==> config.mk <==
export PLATFORM = sky130hd
export DESIGN_NAME = alp_fcon_fgate
export DESIGN_NICKNAME = d
export VERILOG_FILES = /design/src/rtl/alp_fcon_fgate.sv
export SDC_FILE = /design/constraint.sdc
export NUM_CORES = 1
export LEC_CHECK = 0
export CAP_MARGIN = 20
export CORE_ASPECT_RATIO = 0.8
export CORE_UTILIZATION = 45
export CTS_CLUSTER_SIZE = 20
export DETAILED_ROUTE_END_ITERATION = 12
export DONT_BUFFER_PORTS = 1
export PLACE_DENSITY = 0.64
export SKIP_LAST_GASP = 1
export SYNTH_ARGS = -nofsm -noshare
export SYNTH_HDL_FRONTEND = slang
export SYNTH_SLANG_ARGS = --single-unit
==> constraint.sdc <==
create_clock -name i_clk -period 2.7 [get_ports i_clk]
set_input_delay 0.27 -clock i_clk [delete_from_list [all_inputs] [get_ports i_clk]]
set_output_delay 0.27 -clock i_clk [all_outputs]
set_load 0.01 [all_outputs]
==> src/rtl/alp_fcon_fgate.sv <==
// ---------------------------------------------------------------------------
// alp_fcon_fgate
// Per-stream frame gate on the HPDF side of frame control. A rising edge of
// i_vsync starts a frame: a one-cycle o_fcon_fstart pulse goes out to fcon,
// and MASK_LAT cycles later the returned i_fcon_mask is sampled to decide
// whether the whole frame passes or is dropped. The pixel stream is delayed
// by MASK_LAT+2 cycles so the new decision applies from the frame's first
// cycle.
//
// Ports
//   i_clk, i_rstn        clock, synchronous active-low reset
//   i_enable             1: mask gating active, 0: every frame passes
//   i_cnt_clr            synchronous clear of both counters and o_err
//   i_vsync/i_pvalid/i_pdata   incoming stream
//   o_fcon_fstart        frame-start pulse to fcon
//   i_fcon_mask          mask returned by fcon (1 = drop frame)
//   o_vsync/o_pvalid/o_pdata   gated, delayed stream (data 0 when gated)
//   o_frame_drop         one-cycle pulse when a frame is decided "drop"
//   o_err                sticky: vsync rise while a decision is pending
//   o_pass_cnt/o_drop_cnt  saturating frame counters
// ---------------------------------------------------------------------------
module alp_fcon_fgate #(
    parameter int DW       = 32,
    parameter int MASK_LAT = 4,
    parameter int CW       = 16
) (
    input  logic          i_clk,
    input  logic          i_rstn,
    input  logic          i_enable,
    input  logic          i_cnt_clr,
    input  logic          i_vsync,
    input  logic          i_pvalid,
    input  logic [DW-1:0] i_pdata,
    output logic          o_fcon_fstart,
    input  logic          i_fcon_mask,
    output logic          o_vsync,
    output logic          o_pvalid,
    output logic [DW-1:0] o_pdata,
    output logic          o_frame_drop,
    output logic          o_err,
    output logic [CW-1:0] o_pass_cnt,
    output logic [CW-1:0] o_drop_cnt
);

    localparam int LW = (MASK_LAT < 1) ? 1 : $clog2(MASK_LAT + 1);

    typedef enum logic [1:0] {
        ST_IDLE   = 2'd0,
        ST_WAIT   = 2'd1,
        ST_ACTIVE = 2'd2
    } state_e;

    state_e          state_q, state_d;
    logic [LW-1:0]   lat_q, lat_d;
    logic            vsync_prev_q;
    logic            en_q, en_d;
    logic            gate_q, gate_d;
    logic            fstart_q, fstart_d;
    logic            fdrop_q, fdrop_d;
    logic            err_q, err_d;
    logic [CW-1:0]   pass_q, pass_d;
    logic [CW-1:0]   dcnt_q, dcnt_d;

    // Delay line: MASK_LAT+1 internal stages; the output register is the last stage.
    logic [MASK_LAT:0] vs_pipe_q;
    logic [MASK_LAT:0] pv_pipe_q;
    logic [DW-1:0]     pd_pipe_q [MASK_LAT+1];

    logic            ovs_q, ovs_d;
    logic            opv_q, opv_d;
    logic [DW-1:0]   opd_q, opd_d;

    logic            rise_s;
    logic            sample_s;
    logic            drop_s;

    // Frame FSM, decision, counters and output stage next-state logic.
    always_comb begin
        state_d  = state_q;
        lat_d    = lat_q;
        en_d     = en_q;
        gate_d   = gate_q;
        fstart_d = 1'b0;
        fdrop_d  = 1'b0;
        err_d    = err_q;
        pass_d   = pass_q;
        dcnt_d   = dcnt_q;
        sample_s = 1'b0;
        drop_s   = 1'b0;
        rise_s   = i_vsync & ~vsync_prev_q;

        case (state_q)
            ST_IDLE: begin
                if (rise_s) begin
                    state_d  = ST_WAIT;
                    lat_d    = LW'(MASK_LAT);
                    en_d     = i_enable;
                    fstart_d = 1'b1;
                end else begin
                    state_d  = ST_IDLE;
                end
            end
            ST_WAIT: begin
                if (lat_q == {LW{1'b0}}) begin
                    sample_s = 1'b1;
                    drop_s   = en_q & i_fcon_mask;
                    gate_d   = ~drop_s;
                    fdrop_d  = drop_s;
                    // A frame that already ended still receives its decision.
                    state_d  = i_vsync ? ST_ACTIVE : ST_IDLE;
                end else begin
                    lat_d    = lat_q - LW'(1);
                end
            end
            ST_ACTIVE: begin
                if (!i_vsync) begin
                    state_d = ST_IDLE;
                end else begin
                    state_d = ST_ACTIVE;
                end
            end
            default: begin
                state_d = ST_IDLE;
            end
        endcase

        // A rise during WAIT wins over a coincident clear so the error is not lost.
        if (rise_s && (state_q == ST_WAIT)) begin
            err_d = 1'b1;
        end else if (i_cnt_clr) begin
            err_d = 1'b0;
        end else begin
            err_d = err_q;
        end

        if (sample_s && drop_s && (dcnt_q != {CW{1'b1}})) begin
            dcnt_d = dcnt_q + CW'(1);
        end else begin
            dcnt_d = dcnt_q;
        end
        if (sample_s && !drop_s && (pass_q != {CW{1'b1}})) begin
            pass_d = pass_q + CW'(1);
        end else begin
            pass_d = pass_q;
        end
        if (i_cnt_clr) begin
            pass_d = {CW{1'b0}};
            dcnt_d = {CW{1'b0}};
        end else begin
            pass_d = pass_d;
            dcnt_d = dcnt_d;
        end

        // Output stage uses the next gate so the decision lands on the frame's first cycle.
        ovs_d = vs_pipe_q[MASK_LAT] & gate_d;
        opv_d = pv_pipe_q[MASK_LAT] & gate_d;
        if (gate_d) begin
            opd_d = pd_pipe_q[MASK_LAT];
        end else begin
            opd_d = {DW{1'b0}};
        end
    end

    // Control, counter and output registers.
    always_ff @(posedge i_clk) begin
        if (!i_rstn) begin
            state_q      <= ST_IDLE;
            lat_q        <= {LW{1'b0}};
            vsync_prev_q <= 1'b1;   // a frame already in progress never triggers fstart
            en_q         <= 1'b0;
            gate_q       <= 1'b0;
            fstart_q     <= 1'b0;
            fdrop_q      <= 1'b0;
            err_q        <= 1'b0;
            pass_q       <= {CW{1'b0}};
            dcnt_q       <= {CW{1'b0}};
            ovs_q        <= 1'b0;
            opv_q        <= 1'b0;
            opd_q        <= {DW{1'b0}};
        end else begin
            state_q      <= state_d;
            lat_q        <= lat_d;
            vsync_prev_q <= i_vsync;
            en_q         <= en_d;
            gate_q       <= gate_d;
            fstart_q     <= fstart_d;
            fdrop_q      <= fdrop_d;
            err_q        <= err_d;
            pass_q       <= pass_d;
            dcnt_q       <= dcnt_d;
            ovs_q        <= ovs_d;
            opv_q        <= opv_d;
            opd_q        <= opd_d;
        end
    end

    // Stream delay line, flushed on reset.
    always_ff @(posedge i_clk) begin
        if (!i_rstn) begin
            vs_pipe_q <= {(MASK_LAT+1){1'b0}};
            pv_pipe_q <= {(MASK_LAT+1){1'b0}};
            for (int k = 0; k <= MASK_LAT; k++) begin
                pd_pipe_q[k] <= {DW{1'b0}};
            end
        end else begin
            vs_pipe_q    <= {vs_pipe_q[MASK_LAT-1:0], i_vsync};
            pv_pipe_q    <= {pv_pipe_q[MASK_LAT-1:0], i_pvalid};
            pd_pipe_q[0] <= i_pdata;
            for (int k = 1; k <= MASK_LAT; k++) begin
                pd_pipe_q[k] <= pd_pipe_q[k-1];
            end
        end
    end

    assign o_fcon_fstart = fstart_q;
    assign o_frame_drop  = fdrop_q;
    assign o_err         = err_q;
    assign o_pass_cnt    = pass_q;
    assign o_drop_cnt    = dcnt_q;
    assign o_vsync       = ovs_q;
    assign o_pvalid      = opv_q;
    assign o_pdata       = opd_q;

endmodule

Word level (Yosys, flattened, before mapping)
Memory sizes are Yosys's and may differ from the RTL's. A register that Yosys moved wholly into a read port is not among the register bits.
Index checks and enable logic that the tools add are counted.
{"block": "word_totals", "ff_bits": 55, "memories": 1, "wordCells": 76, "ram_bits": 160, "out_inout_bits": 69, "in_bits": 39}
{"name": "pd_pipe_q", "words": 5, "width": 32, "read_ports": 5, "rd_clocked_by_memory_dff": 1, "wr": 5, "line": "67", "text": "logic [DW-1:0] pd_pipe_q [MASK_LAT+1];"}
{"block": "op_classes", "reduce_logical": 16, "n_eq_ne": 7, "n_mux": 23, "add_sub_neg": 3, "n_bitwise": 12}
{"cell": "$mux 32", "n": 5}
{"cell": "$add 16x1->16 const B", "n": 2}
{"cell": "$ne 16x16->1 const B", "n": 2}
{"cell": "$mux 1", "n": 12}
{"cell": "$mux 3", "n": 2}
{"cell": "$ne 2x2->1 const B", "n": 3}
{"cell": "$pmux 2 s3", "n": 1}
{"cell": "$pmux 3 s2", "n": 1}
{"cell": "$reduce_and 2->1", "n": 3}
{"cell": "$logic_and 1x1->1", "n": 5}
{"cell": "$or 1x1->1", "n": 5}
{"cell": "$and 1x1->1", "n": 4}
{"cell": "$mux 2", "n": 2}
{"cell": "$reduce_bool 2->1", "n": 2}
{"cell": "$logic_not 3->1", "n": 1}
{"cell": "$not 1->1", "n": 3}
{"cell": "$reduce_and 3->1", "n": 1}
{"cell": "$sub 3x1->3 const B", "n": 1}
{"cell": "$eq 2x1->1 const B", "n": 1}
{"cell": "$eq 2x2->1 const B", "n": 1}
{"cell": "$logic_not 1->1", "n": 2}
{"cell": "$logic_not 2->1", "n": 1}
{"cell": "$reduce_or 2->1", "n": 1}

Depth between registers and ports, before layout
Gate-level depths: netlist (run 1).
{"block": "logic_depth", "ltp_word": 6, "depth_mapped": 8, "mapped_depth_nobuf": 6}

Least setup slack after synthesis (run 1)
OpenSTA, ideal clock, no wires.
{"block": "synth_path", "path_kind": "register to register", "start": "reg state_q[1]", "end": "reg dcnt_q[13], in the netlist o_drop_cnt[13]", "setup_slack_ns": 0.605, "arrival_ns": 2.024, "required_ns": 2.630, "stages_incl_launch_ff": 8, "setup_ns": 0.070, "path_buffers": 1, "synth_period_minus_slack_ns": 2.095, "cell_sequence": "dfxtp_1 -> inv_1 -> ha_1 -> nand3b_4 -> or4_1 -> buf_2 -> or4_1 -> a21oi_1"}
{"block": "synth_via", "elab_chain_len": 4, "word_cells_on_any_way": 5, "classes_between": "1 x eq/ne; 2 x mux; 2 x reduce/logical"}
{"element": "from (decl)", "line": "53", "text": "state_e state_q, state_d;"}
{"element": "from (signal assigned)", "line": "181", "text": "state_q <= state_d;"}
{"element": "$eq 2x1->1 (*)", "line": "92", "text": "case (state_q)"}
{"element": "$mux 1", "line": "92"}
{"element": "$logic_and 1x1->1 (*) (2 in series)", "line": "136", "text": "if (sample_s && drop_s && (dcnt_q != {CW{1'b1}})) begin"}
{"element": "to (signal assigned)", "line": "176", "text": "dcnt_q <= {CW{1'b0}};"}
{"element": "to (signal assigned)", "line": "190", "text": "dcnt_q <= dcnt_d;"}
{"element": "to (decl)", "line": "62", "text": "logic [CW-1:0] dcnt_q, dcnt_d;"}
Every way passes the cells marked *; elsewhere a longest branch is shown, timed or not.
A chain may end at the register's enable or synchronous reset.

Final worst setup path (run 1)
Same ends and word-level chain as after synthesis.

==> results.txt, run 1 <==
Ys async rst share -> 0
Max cap viols -> 0
Slowest stage cell, crit path -> or4_1
Number of enable flip-flop cells after synthesis -> 0
Share of cells above drive strength 1 -> 0.0609
Fin worst setup slack -> 0.388 ns
Synth area leaders -> dfxtp_1 64%, and2_1 17%, clkbuf_1 1.7%, or4_1 1.7%, a21oi_1 1.6%
Power density cells -> 782 nW/µm²
Max Freq -> 433 MHz
Post-synth top area cell -> dfxtp_1
Clock skew -> 0.00951 ns
Place WS -> 0.391 ns
CTS tree -> built
Final Hold Viols -> 0
Initial DRT Pass Iterations -> 6
Static leakage -> 3.46 nW
Die width -> 148 µm
Via density -> 4.91
Pin slew with the least headroom to its limit -> 0.844 ns
Core area -> 16600 µm²
Distinct cells, synth -> 42
Setup crit end kind -> register
Final setup fails -> 0
Worst flop-to-flop path endpoint -> o_drop_cnt[13]
Reg2reg start -> state_q[1]
Total Wirelength -> 12900 µm
Avg WL per Cell -> 13.4 µm
CTS max path bufs -> 3
Total vias in the final route -> 4708
Flop2flop setup slack -> 0.39 ns
CTS H-tree lvls -> 1
Setup crit end -> o_drop_cnt[13]
Total power -> 7.04 mW
Placed insts -> 881
Die Area -> 17600 µm²
HPWL after DPL -> 7740 µm
CP arrival -> 2.74 ns
Die height -> 119 µm
Worst Reg-to-Reg Cells -> 6
Remaining DRCs -> 0
Min-Delay Path Class -> primary input to register
Synth top area share -> 0.643
Post-DRT Antenna Nets -> 0
Max VDD drop -> 0.591 mV
Area after DPL -> 7870 µm²
TritonCTS Buffers -> 23
Port Buffers -> 0
Unrepaired setup endpoints after global routing -> no
CP most frequent cell -> or4_1
Crit path from -> state_q[1]
CTS root buffer -> clkbuf_16
Tot GR Track Use -> 0.147
GR Overflow Total -> 0
Initial antenna violation count -> 0
Slew Viols, Final -> 0
Final setup TNS -> 0 ns
Row count -> 42
Fin crit share -> 0.856
CP Launch Type -> register
Vias in the first global route -> 4347
Mapped Avg Cell Area -> 11.1 µm²
Final layout net count -> 769
Clk_lat worst skew -> 0.50 ns
Area Growth Syn to Fin -> 17.1%
Final min period -> 2.31 ns
Gate Count Post-Synth -> 692
Yosys reg bits -> 247
Diodes inserted -> 0
Yosys warnings -> 0
CP Class -> register to register
Largest net degree at the start of global routing -> 180
Starting Density -> 0.463
Gp weighted congestion -> 0.827
Slowest cell delay on critical path -> 0.69 ns
Crit path cell chain -> inv_1 > ha_1 > nand3b_4 > or4_1 > or4_1 > a21oi_1
Run status -> completed
First-pass GRT wire length -> 21200 µm
I/O pins -> 108
Crit Path Max Fanout -> 10
CTS clk-pin slew, worst paths -> 0.06 ns
Detailed Route Iter0 Violations -> 213
Synth Flop Type -> dfxtp_1
Final instance area -> 9000 µm²
Register area share after synthesis -> 0.643
Cell Area, Synth -> 7690 µm²
TritonCTS Sinks -> 247
WHS -> 0.104 ns
Relative slew slack -> 0.436
Net Count, Synth -> 738
Filler cells -> 1441
Non-Filler Instances -> 959
Critical Path RT -> 3.13 ns
Post-CTS sizing -> 0
Core Util, Final -> 0.542
placed cells by master, fill, tap and decap left out, types with 8 or more instances in the layout:
cell type	count
dfxtp_1	247
and2_1	208
dlygate4sd3_1	36
a21oi_1	24
clkbuf_16	23
or4_1	17
nand4_1	16
nand2_1	16
o31ai_1	14
nand3_1	11
inv_1	10
o21ai_0	8
cell type report:
type,count,area (µm²),share of cell area
inverters,10,37.5,0.00417
flip-flops and latches,247,4940,0.549
well taps,220,275,0.0306
multi-input cells,400,2580,0.286
repair buffers,41,418,0.0464
clock inverters,5,53.8,0.00598
clock buffers,36,694,0.0771
registers in the layout, summed over array words and instances, names as in the netlist, 2 cells and up:
| signal | cells |
|---|---|
| lat_q | 3 |
| o_drop_cnt | 16 |
| o_pass_cnt | 16 |
| o_pdata | 32 |
| pd_pipe_q | 160 |
| pv_pipe_q | 5 |
| state_q | 2 |
| vs_pipe_q | 5 |
cells by family (layout without fill, tap and decap cells):
logic type      count (synthesis)  after routing  share of synthesized area
simple gates                  322            322                      0.261
flops                         247            247                      0.643
compound gates                 65             65                     0.0544
buf+inv                        45             92                     0.0221
fa+ha+maj                       7              7                     0.0114
mux                             5              5                    0.00651
xor+xnor                        1              1                    0.00114
repair_timing:
action	CTS	global route
endpoints found under the hold margin	179	0
setup buffers	0	0
hold buffers	37	0
metal layers:
layer | vias to the layer above | GRT usage | wire length (µm)
met5 | - | 0 | 0
met2 | 150 | 0.244 | 6000
met3 | 30 | 0.0345 | 754
met1 | 2152 | 0.185 | 5710
met4 | 0 | 0.0567 | 399
li1 | 2376 | - | -
worst min-delay path by stage:
stage | to | depth (start not counted) | from
final | state_q[1] | 2 | i_vsync
after global routing | state_q[1] | 2 | i_vsync
after CTS | state_q[1] | 2 | i_vsync
after detailed placement | vsync_prev_q | 1 | i_rstn
after global placement | vsync_prev_q | 1 | i_rstn
after floorplan | vsync_prev_q | 1 | i_vsync
worst max-delay path: cells and delay by family (launching register included):
family	cells	cell delay [ns]
compound gates	1	0.14
fa+ha+maj	1	0.32
buf+inv	1	0.09
flops	1	0.31
simple gates	3	1.37
cells in the mapped netlist (6+ instances only):
master      n
and2_1    208
inv_1      10
ha_1        7
o21ai_0     8
nor4_1      7
or4_1      17
o31ai_1    14
dfxtp_1   247
nor2_1      6
a21oi_1    24
nor2b_1     6
nand2_1    16
clkbuf_1   34
nand3_1    11
nand4_1    16
where the power goes:
part           total [mW]  switching [mW]  internal (mW)
clock network        3.13            1.27           1.86
registers            3.74          0.0179           3.72
logic               0.164          0.0751         0.0892
(Power assumes the default switching activity.)
==> inputs of run 2 (changes only) <==
--- a/config.mk
+++ b/config.mk
@@ -8,10 +8,12 @@
 export CAP_MARGIN = 20
 export CORE_ASPECT_RATIO = 0.8
 export CORE_UTILIZATION = 45
+export CTS_CLUSTER_DIAMETER = 100
 export CTS_CLUSTER_SIZE = 20
 export DETAILED_ROUTE_END_ITERATION = 12
 export DONT_BUFFER_PORTS = 1
 export PLACE_DENSITY = 0.64
+export REMOVE_ABC_BUFFERS = 1
 export SKIP_LAST_GASP = 1
 export SYNTH_ARGS = -nofsm -noshare
 export SYNTH_HDL_FRONTEND = slang
==> run 2 against run 1 <==
Compared with the run above: maximum frequency decreased by 3.8%; flip-flop and latch count unchanged; routed wire length shrank 1.1%; core utilization fell by 1.9 points; worst hold slack got worse by 0.011 ns; clock power decreased by 29%; largest power group unchanged; die area unchanged; power fell by 13%; combinational power is essentially flat; critical path type unchanged; non-clock buffer count stayed put; worst setup slack got worse by 0.091 ns.
==> results.txt, run 2 (synthesized netlist as in run 1, its figures left out) <==
Wl on met1 -> 5800 µm
CP arrival -> 2.80 ns
Vias in the first global route -> 4258
Die width -> 148 µm
Initial antenna violation count -> 0
Max reg flops -> 160
Starting Density -> 0.463
Detailed Route Iter0 Violations -> 247
Internal power -> 4.89 mW
Pin slew with the least headroom to its limit -> 0.981 ns
Final layout net count -> 762
Worst Reg-to-Reg Cells -> 5
Commonest non-fill, non-tap cells in the layout -> 247 x dfxtp_1, 208 x and2_1, 36 x dlygate4sd3_1
Final setup fails -> 0
Top reg by flops -> pd_pipe_q
Post-CTS sizing -> 0
CP top delay family -> simple AND/OR/NAND/NOR gates
Clock skew -> 0.0300 ns
Fin worst setup slack -> 0.297 ns
HPWL after DPL -> 7410 µm
Unrepaired setup endpoints after global routing -> no
Relative slew slack -> 0.346
Top sig layer -> met4
Port Buffers -> 0
Core area -> 16600 µm²
GR Overflow Total -> 0
Slowest cell delay on critical path -> 0.69 ns
Die Area -> 17600 µm²
Filler cells -> 1465
First-pass GRT wire length -> 20800 µm
Post-DRT Antenna Nets -> 0
Critical Path RT -> 3.09 ns
Slew Viols, Final -> 0
Run status -> completed
Met3 wire len -> 930 µm
Total Wirelength -> 12700 µm
Commonest non-fill, non-tap cell in the layout -> dfxtp_1
Static leakage -> 3.30 nW
Switching Share -> 0.201
TritonCTS Buffers -> 16
Clock power share -> 0.362
Via density -> 4.97
Diodes inserted -> 0
Share of cells above drive strength 1 -> 0.0391
Area Growth Syn to Fin -> 13.1%
Final min period -> 2.40 ns
Initial DRT Pass Iterations -> 4
I/O pins -> 108
Row count -> 42
CP Depth -> 5
Min-Delay Path Class -> primary input to register
CP Class -> register to register
CP Launch Type -> register
Comb power frac -> 0.027
Remaining DRCs -> 0
Max cap viols -> 0
Final setup TNS -> 0 ns
CTS clk-pin slew, worst paths -> 0.08 ns
Setup crit end kind -> register
Place WS -> 0.348 ns
Crit path cell chain -> ha_1 > nand3b_4 > or4_1 > or4_1 > a21oi_1
Gp weighted congestion -> 0.858
Met2 wire len -> 5610 µm
CTS root buffer -> clkbuf_16
Buf/Inv on CP -> 0
Worst hold path stage count -> 2
Tot GR Track Use -> 0.145
CTS H-tree lvls -> 1
Largest net degree at the start of global routing -> 180
Die height -> 119 µm
Clk_lat worst skew -> 0.49 ns
Power density cells -> 704 nW/µm²
CTS tree -> built
Total vias in the final route -> 4651
NetSw -> 1.23 mW
Max Freq -> 416 MHz
CTS max path bufs -> 3
CP most frequent cell -> or4_1
Max VDD drop -> 0.440 mV
Fin crit share -> 0.890
Flop pwr share -> 0.611
TritonCTS Sinks -> 247
Slowest stage cell, crit path -> or4_1
Avg WL per Cell -> 13.6 µm
Final Hold Viols -> 0
Crit Path Max Fanout -> 10
[run 2: through the flow]
stage	cells	cell area, µm²	hold slack, ns	total power [mW]	utilization
CTS	936	8690	0.0658	6.22	0.524
detailed placement	881	7870	0.381	3.92	0.474
floorplan	657	7560	0.343	3.89	-
global placement	881	7870	0.368	3.91	0.474
global route	936	8690	0.0731	6.38	0.524
finish	936	8690	0.0930	6.12	0.524
[run 2: worst reg2reg max path, stage by stage, from the launching register on]
cell and delay [ns]:
dfxtp_1 0.39, ha_1 0.37, nand3b_4 0.18, or4_1 0.69, or4_1 0.52, a21oi_1 0.14
[run 2: cell type report]
class / instances / area (µm²) / area share
Clock inverter: 2 / 32.5 / 0.00374
Sequential cell: 247 / 4940 / 0.569
Tap cell: 220 / 275 / 0.0317
Timing Repair Buffer: 41 / 418 / 0.0481
Clock buffer: 16 / 400 / 0.0461
Multi-Input combinational cell: 400 / 2580 / 0.297
Inverter: 10 / 37.5 / 0.00432
[run 2: routing by layer]
| metal | up-vias | GRT usage |
|---|---|---|
| met5 | - | 0 |
| met4 | 0 | 0.0496 |
| met3 | 30 | 0.0391 |
| met2 | 165 | 0.236 |
| met1 | 2112 | 0.186 |
| li1 | 2344 | - |
[run 2: path summary, 6_finish.rpt]
check                           slack, ns             from         endpoint
worst max-delay path                 0.30       state_q[0]   o_drop_cnt[13]
worst min-delay path                 0.09          i_vsync       state_q[1]
worst max register to register       0.30       state_q[0]   o_drop_cnt[13]
worst min register to register       0.42  pd_pipe_q[2][0]  pd_pipe_q[3][0]
[run 2: power by group through the flow]
stage	combinational [mW]	clock [mW]	sequential (mW)
5_1_grt	0.187	2.45	3.74
3_5_place_dp	0.0950	0	3.82
3_3_place_gp	0.0914	0	3.82
4_1_cts	0.168	2.32	3.74
2_1_floorplan	0.0739	0	3.82
6_report	0.166	2.22	3.74
[run 2: repair_timing]
| item | in CTS | in global routing |
|---|---|---|
| setup endpoints to repair | 0 | 0 |
| buffers inserted | 0 | 0 |
| hold buffers | 37 | 0 |
| endpoints found under the hold margin | 179 | 0 |
